===== src/rtl/axi_replay_initiator.sv =====
// Command-driven AXI4 traffic source: each accepted command becomes one complete write (AW/W/B)
// or read (AR/R) burst, with running write/read/error counts and an XOR checksum of read data.

package axi_replay_pkg;
   typedef struct packed {
      logic [3:0]  id;
      logic [31:0] addr;
      logic [7:0]  len;
      logic [2:0]  size;
      logic [1:0]  burst;
      logic        lock;
      logic [3:0]  cache;
      logic [2:0]  prot;
      logic [3:0]  qos;
      logic [3:0]  region;
   } ax_chan_t;

   typedef struct packed {
      logic [63:0] data;
      logic [7:0]  strb;
      logic        last;
   } w_chan_t;

   typedef struct packed {
      logic [3:0] id;
      logic [1:0] resp;
   } b_chan_t;

   typedef struct packed {
      logic [3:0]  id;
      logic [63:0] data;
      logic [1:0]  resp;
      logic        last;
   } r_chan_t;

   typedef struct packed {
      ax_chan_t aw;
      logic     aw_valid;
      w_chan_t  w;
      logic     w_valid;
      logic     b_ready;
      ax_chan_t ar;
      logic     ar_valid;
      logic     r_ready;
   } axi_req_t;

   typedef struct packed {
      logic    aw_ready;
      logic    ar_ready;
      logic    w_ready;
      b_chan_t b;
      logic    b_valid;
      r_chan_t r;
      logic    r_valid;
   } axi_resp_t;
endpackage

module axi_replay_initiator #(
   parameter int  AddrWidth  = 32,
   parameter int  DataWidth  = 64,
   parameter int  IdWidth    = 4,
   parameter int  CntWidth   = 32,
   parameter type axi_req_t  = axi_replay_pkg::axi_req_t,
   parameter type axi_resp_t = axi_replay_pkg::axi_resp_t
) (
   input  logic                 clk_i,
   input  logic                 rst_i,
   input  logic                 cmd_valid_i,
   output logic                 cmd_ready_o,
   input  logic                 cmd_write_i,
   input  logic [AddrWidth-1:0] cmd_addr_i,
   input  logic [7:0]           cmd_len_i,
   input  logic [IdWidth-1:0]   cmd_id_i,
   input  logic [DataWidth-1:0] cmd_data_i,
   output axi_req_t             axi_req_o,
   input  axi_resp_t            axi_resp_i,
   output logic                 busy_o,
   output logic [CntWidth-1:0]  wr_cnt_o,
   output logic [CntWidth-1:0]  rd_cnt_o,
   output logic [CntWidth-1:0]  err_cnt_o,
   output logic [DataWidth-1:0] rd_xor_o
);
   localparam logic [2:0] SizeVal = 3'($clog2(DataWidth / 8));

   typedef enum logic [2:0] {S_IDLE, S_AW, S_W, S_B, S_AR, S_R} state_t;

   state_t               state_r;
   logic [AddrWidth-1:0] addr_r;
   logic [7:0]           len_r;
   logic [IdWidth-1:0]   id_r;
   logic [DataWidth-1:0] seed_r;
   logic [8:0]           beat_r;
   logic                 txn_err_r;
   logic [CntWidth-1:0]  wr_cnt_r;
   logic [CntWidth-1:0]  rd_cnt_r;
   logic [CntWidth-1:0]  err_cnt_r;
   logic [DataWidth-1:0] rd_xor_r;
   logic                 b_err_s;
   logic                 r_beat_err_s;
   logic                 at_last_s;

   function automatic logic [CntWidth-1:0] sat_inc(input logic [CntWidth-1:0] val);
      if (val == {CntWidth{1'b1}}) begin
         return val;
      end else begin
         return val + CntWidth'(1);
      end
   endfunction

   // Per-response error classification against the latched command.
   always_comb begin
      at_last_s    = (beat_r == {1'b0, len_r});
      b_err_s      = (axi_resp_i.b.resp != 2'b00) || (axi_resp_i.b.id != id_r);
      r_beat_err_s = (axi_resp_i.r.resp != 2'b00) || (axi_resp_i.r.id != id_r) ||
                     (axi_resp_i.r.last && !at_last_s) ||
                     (!axi_resp_i.r.last && (beat_r > {1'b0, len_r}));
   end

   // Transaction sequencer and statistics.
   always_ff @(posedge clk_i) begin
      if (rst_i) begin
         state_r   <= S_IDLE;
         addr_r    <= '0;
         len_r     <= 8'd0;
         id_r      <= '0;
         seed_r    <= '0;
         beat_r    <= 9'd0;
         txn_err_r <= 1'b0;
         wr_cnt_r  <= '0;
         rd_cnt_r  <= '0;
         err_cnt_r <= '0;
         rd_xor_r  <= '0;
      end else begin
         case (state_r)
            S_IDLE: begin
               if (cmd_valid_i) begin
                  addr_r    <= cmd_addr_i;
                  len_r     <= cmd_len_i;
                  id_r      <= cmd_id_i;
                  seed_r    <= cmd_data_i;
                  beat_r    <= 9'd0;
                  txn_err_r <= 1'b0;
                  state_r   <= cmd_write_i ? S_AW : S_AR;
               end
            end
            S_AW: begin
               if (axi_resp_i.aw_ready) begin
                  beat_r  <= 9'd0;
                  state_r <= S_W;
               end
            end
            S_W: begin
               if (axi_resp_i.w_ready) begin
                  beat_r <= beat_r + 9'd1;
                  if (at_last_s) begin
                     state_r <= S_B;
                  end
               end
            end
            S_B: begin
               if (axi_resp_i.b_valid) begin
                  wr_cnt_r <= wr_cnt_r + CntWidth'(1);
                  if (b_err_s) begin
                     err_cnt_r <= sat_inc(err_cnt_r);
                  end
                  state_r <= S_IDLE;
               end
            end
            S_AR: begin
               if (axi_resp_i.ar_ready) begin
                  beat_r  <= 9'd0;
                  state_r <= S_R;
               end
            end
            S_R: begin
               if (axi_resp_i.r_valid) begin
                  rd_xor_r <= rd_xor_r ^ axi_resp_i.r.data;
                  beat_r   <= beat_r + 9'd1;
                  // Errors accumulate per beat but are counted once, when the burst closes.
                  if (axi_resp_i.r.last) begin
                     rd_cnt_r  <= rd_cnt_r + CntWidth'(1);
                     txn_err_r <= 1'b0;
                     if (txn_err_r || r_beat_err_s) begin
                        err_cnt_r <= sat_inc(err_cnt_r);
                     end
                     state_r <= S_IDLE;
                  end else begin
                     txn_err_r <= txn_err_r | r_beat_err_s;
                  end
               end
            end
            default: state_r <= S_IDLE;
         endcase
      end
   end

   // Channel payloads are pure decodes of registered state, so they hold steady until handshake.
   always_comb begin
      axi_req_o           = '0;
      axi_req_o.aw.id     = id_r;
      axi_req_o.aw.addr   = addr_r;
      axi_req_o.aw.len    = len_r;
      axi_req_o.aw.size   = SizeVal;
      axi_req_o.aw.burst  = 2'b01;
      axi_req_o.aw_valid  = (state_r == S_AW);
      axi_req_o.w.data    = seed_r + DataWidth'(beat_r);
      axi_req_o.w.strb    = '1;
      axi_req_o.w.last    = at_last_s;
      axi_req_o.w_valid   = (state_r == S_W);
      axi_req_o.b_ready   = (state_r == S_B);
      axi_req_o.ar.id     = id_r;
      axi_req_o.ar.addr   = addr_r;
      axi_req_o.ar.len    = len_r;
      axi_req_o.ar.size   = SizeVal;
      axi_req_o.ar.burst  = 2'b01;
      axi_req_o.ar_valid  = (state_r == S_AR);
      axi_req_o.r_ready   = (state_r == S_R);
   end

   assign cmd_ready_o = (state_r == S_IDLE) && !rst_i;
   assign busy_o      = (state_r != S_IDLE);
   assign wr_cnt_o    = wr_cnt_r;
   assign rd_cnt_o    = rd_cnt_r;
   assign err_cnt_o   = err_cnt_r;
   assign rd_xor_o    = rd_xor_r;
endmodule


===== config.mk =====
export PLATFORM = sky130hd
export DESIGN_NAME = axi_replay_initiator
export DESIGN_NICKNAME = d
export VERILOG_FILES = /design/src/rtl/axi_replay_initiator.sv
export SDC_FILE = /design/constraint.sdc
export NUM_CORES = 1
export LEC_CHECK = 0
export CELL_PAD_IN_SITES_DETAIL_PLACEMENT = 0
export CELL_PAD_IN_SITES_GLOBAL_PLACEMENT = 2
export CORE_MARGIN = 2
export CORE_UTILIZATION = 21
export DETAILED_ROUTE_END_ITERATION = 8
export GPL_TIMING_DRIVEN = 0
export PLACE_DENSITY_LB_ADDON = 0.1
export SYNTH_ARGS = -nofsm -noshare
export SYNTH_HDL_FRONTEND = slang
export SYNTH_SLANG_ARGS = --single-unit

===== constraint.sdc =====
create_clock -name clk_i -period 2.9 [get_ports clk_i]
set_clock_uncertainty 0.15 [all_clocks]
set_input_delay 0.435 -clock clk_i [delete_from_list [all_inputs] [get_ports clk_i]]
set_output_delay 0.435 -clock clk_i [all_outputs]
set_load 0.02 [all_outputs]

# ---- Word level (Yosys, flattened, before mapping)
# Cells that the tools add are included.
dict set report word_totals {
  register_bits 281
  input_bits 194
  out_inout_bits 370
  elab_cells 91
}
dict set report op_classes {
  addsub 5
  order_cmp 1
  n_eq_ne 19
  n_mux 27
  bitwise_logic 2
  n_reduce_logical 26
}
# operator count
set op_table {}
lappend op_table {{$mux 32} 6}
lappend op_table {{$add 32x1->32 const B} 3}
lappend op_table {{$add 64x9->64} 1}
lappend op_table {{$pmux 32 s2} 1}
lappend op_table {{$xor 64x64->64} 1}
lappend op_table {{$mux 9} 5}
lappend op_table {{$pmux 9 s5} 1}
lappend op_table {{$eq 32x32->1 const B} 1}
lappend op_table {{$mux 3} 9}
lappend op_table {{$ne 2x1->1 const B} 9}
lappend op_table {{$pmux 3 s6} 1}
lappend op_table {{$reduce_and 6->1} 2}
lappend op_table {{$add 9x1->9 const B} 1}
lappend op_table {{$eq 9x8->1} 1}
lappend op_table {{$gt 9x8->1} 1}
lappend op_table {{$ne 4x4->1} 2}
lappend op_table {{$reduce_and 8->1} 1}
lappend op_table {{$reduce_bool 2->1} 4}
lappend op_table {{$eq 3x2->1 const B} 2}
lappend op_table {{$eq 3x3->1 const B} 2}
lappend op_table {{$reduce_and 2->1} 3}
lappend op_table {{$reduce_and 3->1} 2}
lappend op_table {{$logic_or 1x1->1} 5}
lappend op_table {{$reduce_bool 5->1} 1}
lappend op_table {{other kinds (9)} 15}

# ---- Longest topological paths before layout
dict set report depth {
  depth_word 10
  mapped_depth 10
  ltp_nobuf 8
}

# ---- Least setup slack after synthesis
# Ideal clock, no wire load.
dict set report synth_path {
  path_kind {reg2out}
  start {register beat_r[0]}
  end {output port axi_req_o[134] (netlist bit)}
  arrival_time_ns 2.367
  required_ns 2.315
  setup_slack_ns -0.052
  stages_incl_launch_ff 10
  path_buffers 1
  path_cell_list {dfxtp_1 -> ha_1 -> fa_1 -> a21oi_1 -> o21ai_1 -> a211oi_1 -> nor2_1 -> buf_2 -> nand3_1 -> xnor2_1}
}
# item line_no
set synth_lines {}
lappend synth_lines {{from (decl)} 92} ;# logic [8:0] beat_r;
lappend synth_lines {{from (signal assigned)} 154} ;# beat_r <= beat_r + 9'd1;
lappend synth_lines {{from (signal assigned)} 178} ;# beat_r <= beat_r + 9'd1;
lappend synth_lines {{to (decl)} 75} ;# output axi_req_t axi_req_o,

==> flow_metrics.py <==
metrics = {
    "setup_path": {
        "rr_worst_depth": 11,
        "r2r_start": "len_r[6]",
        "end_kind": "output port",
        "worstPathRequired_ns": 2.32,
        "crit_arrival_ns": 2.78,
        "critPathMaxStageDelay_ns": 0.38,
        "cp-start-kind": "flop",
        "ff2ff_setup_slack_ns": 0.12,
        "regToRegEndpoint": "err_cnt_o[8]",
        "worstPathCellList": "ha_4 > a2111oi_4 > buf_4 > o21ai_4 > a211oi_4 > buf_6 > nor2_4 > buf_6 > nand3_2 > xnor2_2 > buf_4",
        "criticalPathCategory": "flop to output port",
        "path_max_fanout": 6,
        "crit_path_top_delay_cell": "a2111oi_4",
        "cp-startpoint": "beat_r[4]",
    },
    "sta": {
        "fin_crit_sh": 1.16,
        "slew_headroom": 0.394,
        "final-setup-viol-count": 56,
        "maxSlewViolCount": 0,
        "setup_slack_ns": -0.464,
        "rsz0062_at_grt": "yes",
        "worstMarginPinSlew_ns": 0.909,
        "fmax_ghz": 0.297,
        "min_period_ns": 3.36,
        "final_hold_viol_count": 0,
    },
    "status": {
        "violations": "setup timing",
        "status": "complete, but fails checks",
    },
    "drt": {
        "top_layer_used": "met5",
        "routed_wl_mm": 59.7,
        "antenna_left": 0,
        "route.met3.wl_mm": 4.26,
        "wl_per_cell_um": 18.3,
        "drtIter0Drc": 516,
        "vias": 13900,
        "wl_met1_mm": 24.8,
        "wl_met2_mm": 29.1,
        "via_per_inst": 4.25,
        "first_pass_iters": 5,
        "drc": 0,
    },
    "synth": {
        "synth_most_common_cell": "nand2_1",
        "synth_edf_count": 0,
        "synthArstFlopShare": 0,
        "ys.flop_type": "dfxtp_1",
        "postSynthCellCount": 1727,
        "yosys-top-cells-area": "dfxtp_1 41%, nand2_1 9.0%, xor2_1 6.9%",
        "yosys_warnings": 0,
        "synth_top_area_cell": "dfxtp_1",
        "synth_area_um2": 13900,
        "synth.distinct_cells": 72,
        "yosysSeqAreaShare": 0.405,
        "synth_common_cells": "331 x nand2_1, 281 x dfxtp_1, 171 x nor2_1, 155 x a21oi_1, 110 x xor2_1",
        "synth-seq-cells": 281,
        "syn_avg_cell_area_um2": 8.03,
        "synth_top_area_frac": 0.405,
    },
    "grt": {
        "grt_first_pass_wirelength_mm": 88.0,
        "grt_pass1_vias": 14000,
        "track_usage": 0.170,
        "grt-ovfl-total": 0,
        "grt_max_degree": 20,
        "grt_antenna_before_repair": 11,
    },
    "worst_hold_path": {
        "hold_depth": 3,
        "hold_path_end": "len_r[4]",
        "min_path_type": "input pin to flop",
        "worstHoldStart": "cmd_len_i[4]",
    },
    "job": {
        "drv_cap": 0,
    },
    "placed_design": {
        "dp_hpwl_mm": 45.6,
        "dp.cells": 3152,
        "gp_congestion": 0.781,
        "io_buffers": 513,
    },
    "floorplan": {
        "die_w_um": 261,
        "dieArea_um2": 68100,
        "die_h_um": 261,
        "ioPinCount": 564,
        "start_util": 0.211,
        "rows": 94,
        "core_um2": 65600,
    },
    "power_and_ir_drop": {
        "leakage_uw": 0.00871,
        "power_density_nw_per_um2": 620,
        "ir_worst_vdd_uv": 318,
    },
    "layout": {
        "nFillCells": 6958,
        "finalNonFillerCells": 3269,
        "final_nets": 2590,
        "drive_above_1_share": 0.173,
        "final_util": 0.346,
        "syn2layout_area_growth_pct": 63.8,
    },
    "cts": {
        "clock_sinks": 281,
        "clk_pin_slew_worst_paths_ns": 0.05,
        "cts-root-buf": "clkbuf_16",
        "tritoncts": "yes",
        "h-tree-depth": 2,
        "clockBufferDepth": 3,
        "insertion_delay_ns": 0.55,
        "cts_buffers": 38,
    },
}
through the flow:
| step | instance area, um2 | setup TNS (ns) | power, uW | setup WS, ns | hold WS (ns) |
|---|---|---|---|---|---|
| global route | 22700 | -27.24 | 14900 | -0.556 | 0.271 |
| finish | 22700 | -21.34 | 14100 | -0.464 | 0.287 |
| global placement | 20300 | -106.91 | 9400 | -1.15 | 0.298 |
| CTS | 22300 | -25.13 | 14200 | -0.536 | 0.244 |
| detailed placement | 20300 | -102.69 | 9420 | -1.11 | 0.303 |
| floorplan | 14100 | 0 | 7190 | 0.0737 | 0.286 |
routing by layer:
metal,vias up,track usage
met5,-,0
met2,360,0.289
met4,12,0.0574
li1,6973,-
met3,86,0.0538
met1,6460,0.201
repair_timing:
| item | CTS | global route |
|---|---|---|
| gates cloned | 2 | 1 |
| pin swaps | 47 | 43 |
| endpoints found under the setup margin | 137 | 131 |
| gates resized for setup | 466 | 60 |
| hold buffers | 0 | 0 |
| buffers inserted | 31 | 17 |
| hold endpoints to repair | 0 | 0 |
cell families after synthesis:
| family | Yosys count | share of synthesized area |
|---|---|---|
| AOI/OAI and AO/OA | 230 | 0.0954 |
| xor gates and xnor gates | 190 | 0.120 |
| adders and majority gates | 22 | 0.0204 |
| buffers and inverters | 217 | 0.0863 |
| DFF | 281 | 0.405 |
| muxes | 9 | 0.00694 |
| other | 2 | 0.000541 |
| and+or+nand+nor | 776 | 0.265 |
layout make-up:
cell class,instances,area [um2],area share
buffer,179,1130,0.0498
multi-input combinational,1277,8020,0.353
clock inverter,5,28.8,0.00127
tap,864,1080,0.0476
timing repair buffer,564,5510,0.242
sequential,281,5690,0.250
inverter,33,124,0.00545
clock buffer,61,1140,0.0501
antenna,5,12.5,0.000551
cells in the final DEF, fill, tap and decap left out, types with 46 or more instances in the layout:
cell type	synthesis	routed
nor2_1	171	167
nand4_1	48	48
a21oi_1	155	152
dfxtp_1	281	254
xnor2_1	80	56
clkdlybuf4s50_1	0	446
xor2_1	110	109
clkbuf_1	68	70
nand2_1	331	323
buf_4	96	172
nand3_1	67	46
conb_1	2	50
flip-flops by register name, summed over array words and instances (netlist names), 3 cells and up:
register and count:
len_r 8, rd_cnt_o 32, wr_cnt_o 32, addr_r 32
err_cnt_o 32, beat_r 9, seed_r 64, id_r 4
rd_xor_o 64, state_r 3
worst max-delay path by stage:
stage,to,slack [ns],cells after the start
global placement,axi_req_o[140],-1.15,9
finish,axi_req_o[128],-0.46,11
detailed placement,axi_req_o[140],-1.11,9
CTS,axi_req_o[136],-0.54,11
floorplan,axi_req_o[134],0.07,8
global route,axi_req_o[127],-0.56,9
power by group:
group | switching (uW) | internal, uW | total [uW] | leakage (uW)
combinational | 2660 | 2140 | 4800 | 0.00584
sequential | 519 | 4270 | 4790 | 0.00229
clock | 1830 | 2670 | 4500 | 0.000575
critical path: cells and delay by family (launching register included):
kind / cells / cell delay [ns]
flops: 1 / 0.35
buf+inv: 4 / 0.70
simple gates: 2 / 0.15
compound gates: 3 / 0.64
xor+xnor: 1 / 0.12
fa+ha+maj: 1 / 0.26
Note: power is estimated with default switching activity, not from simulation.
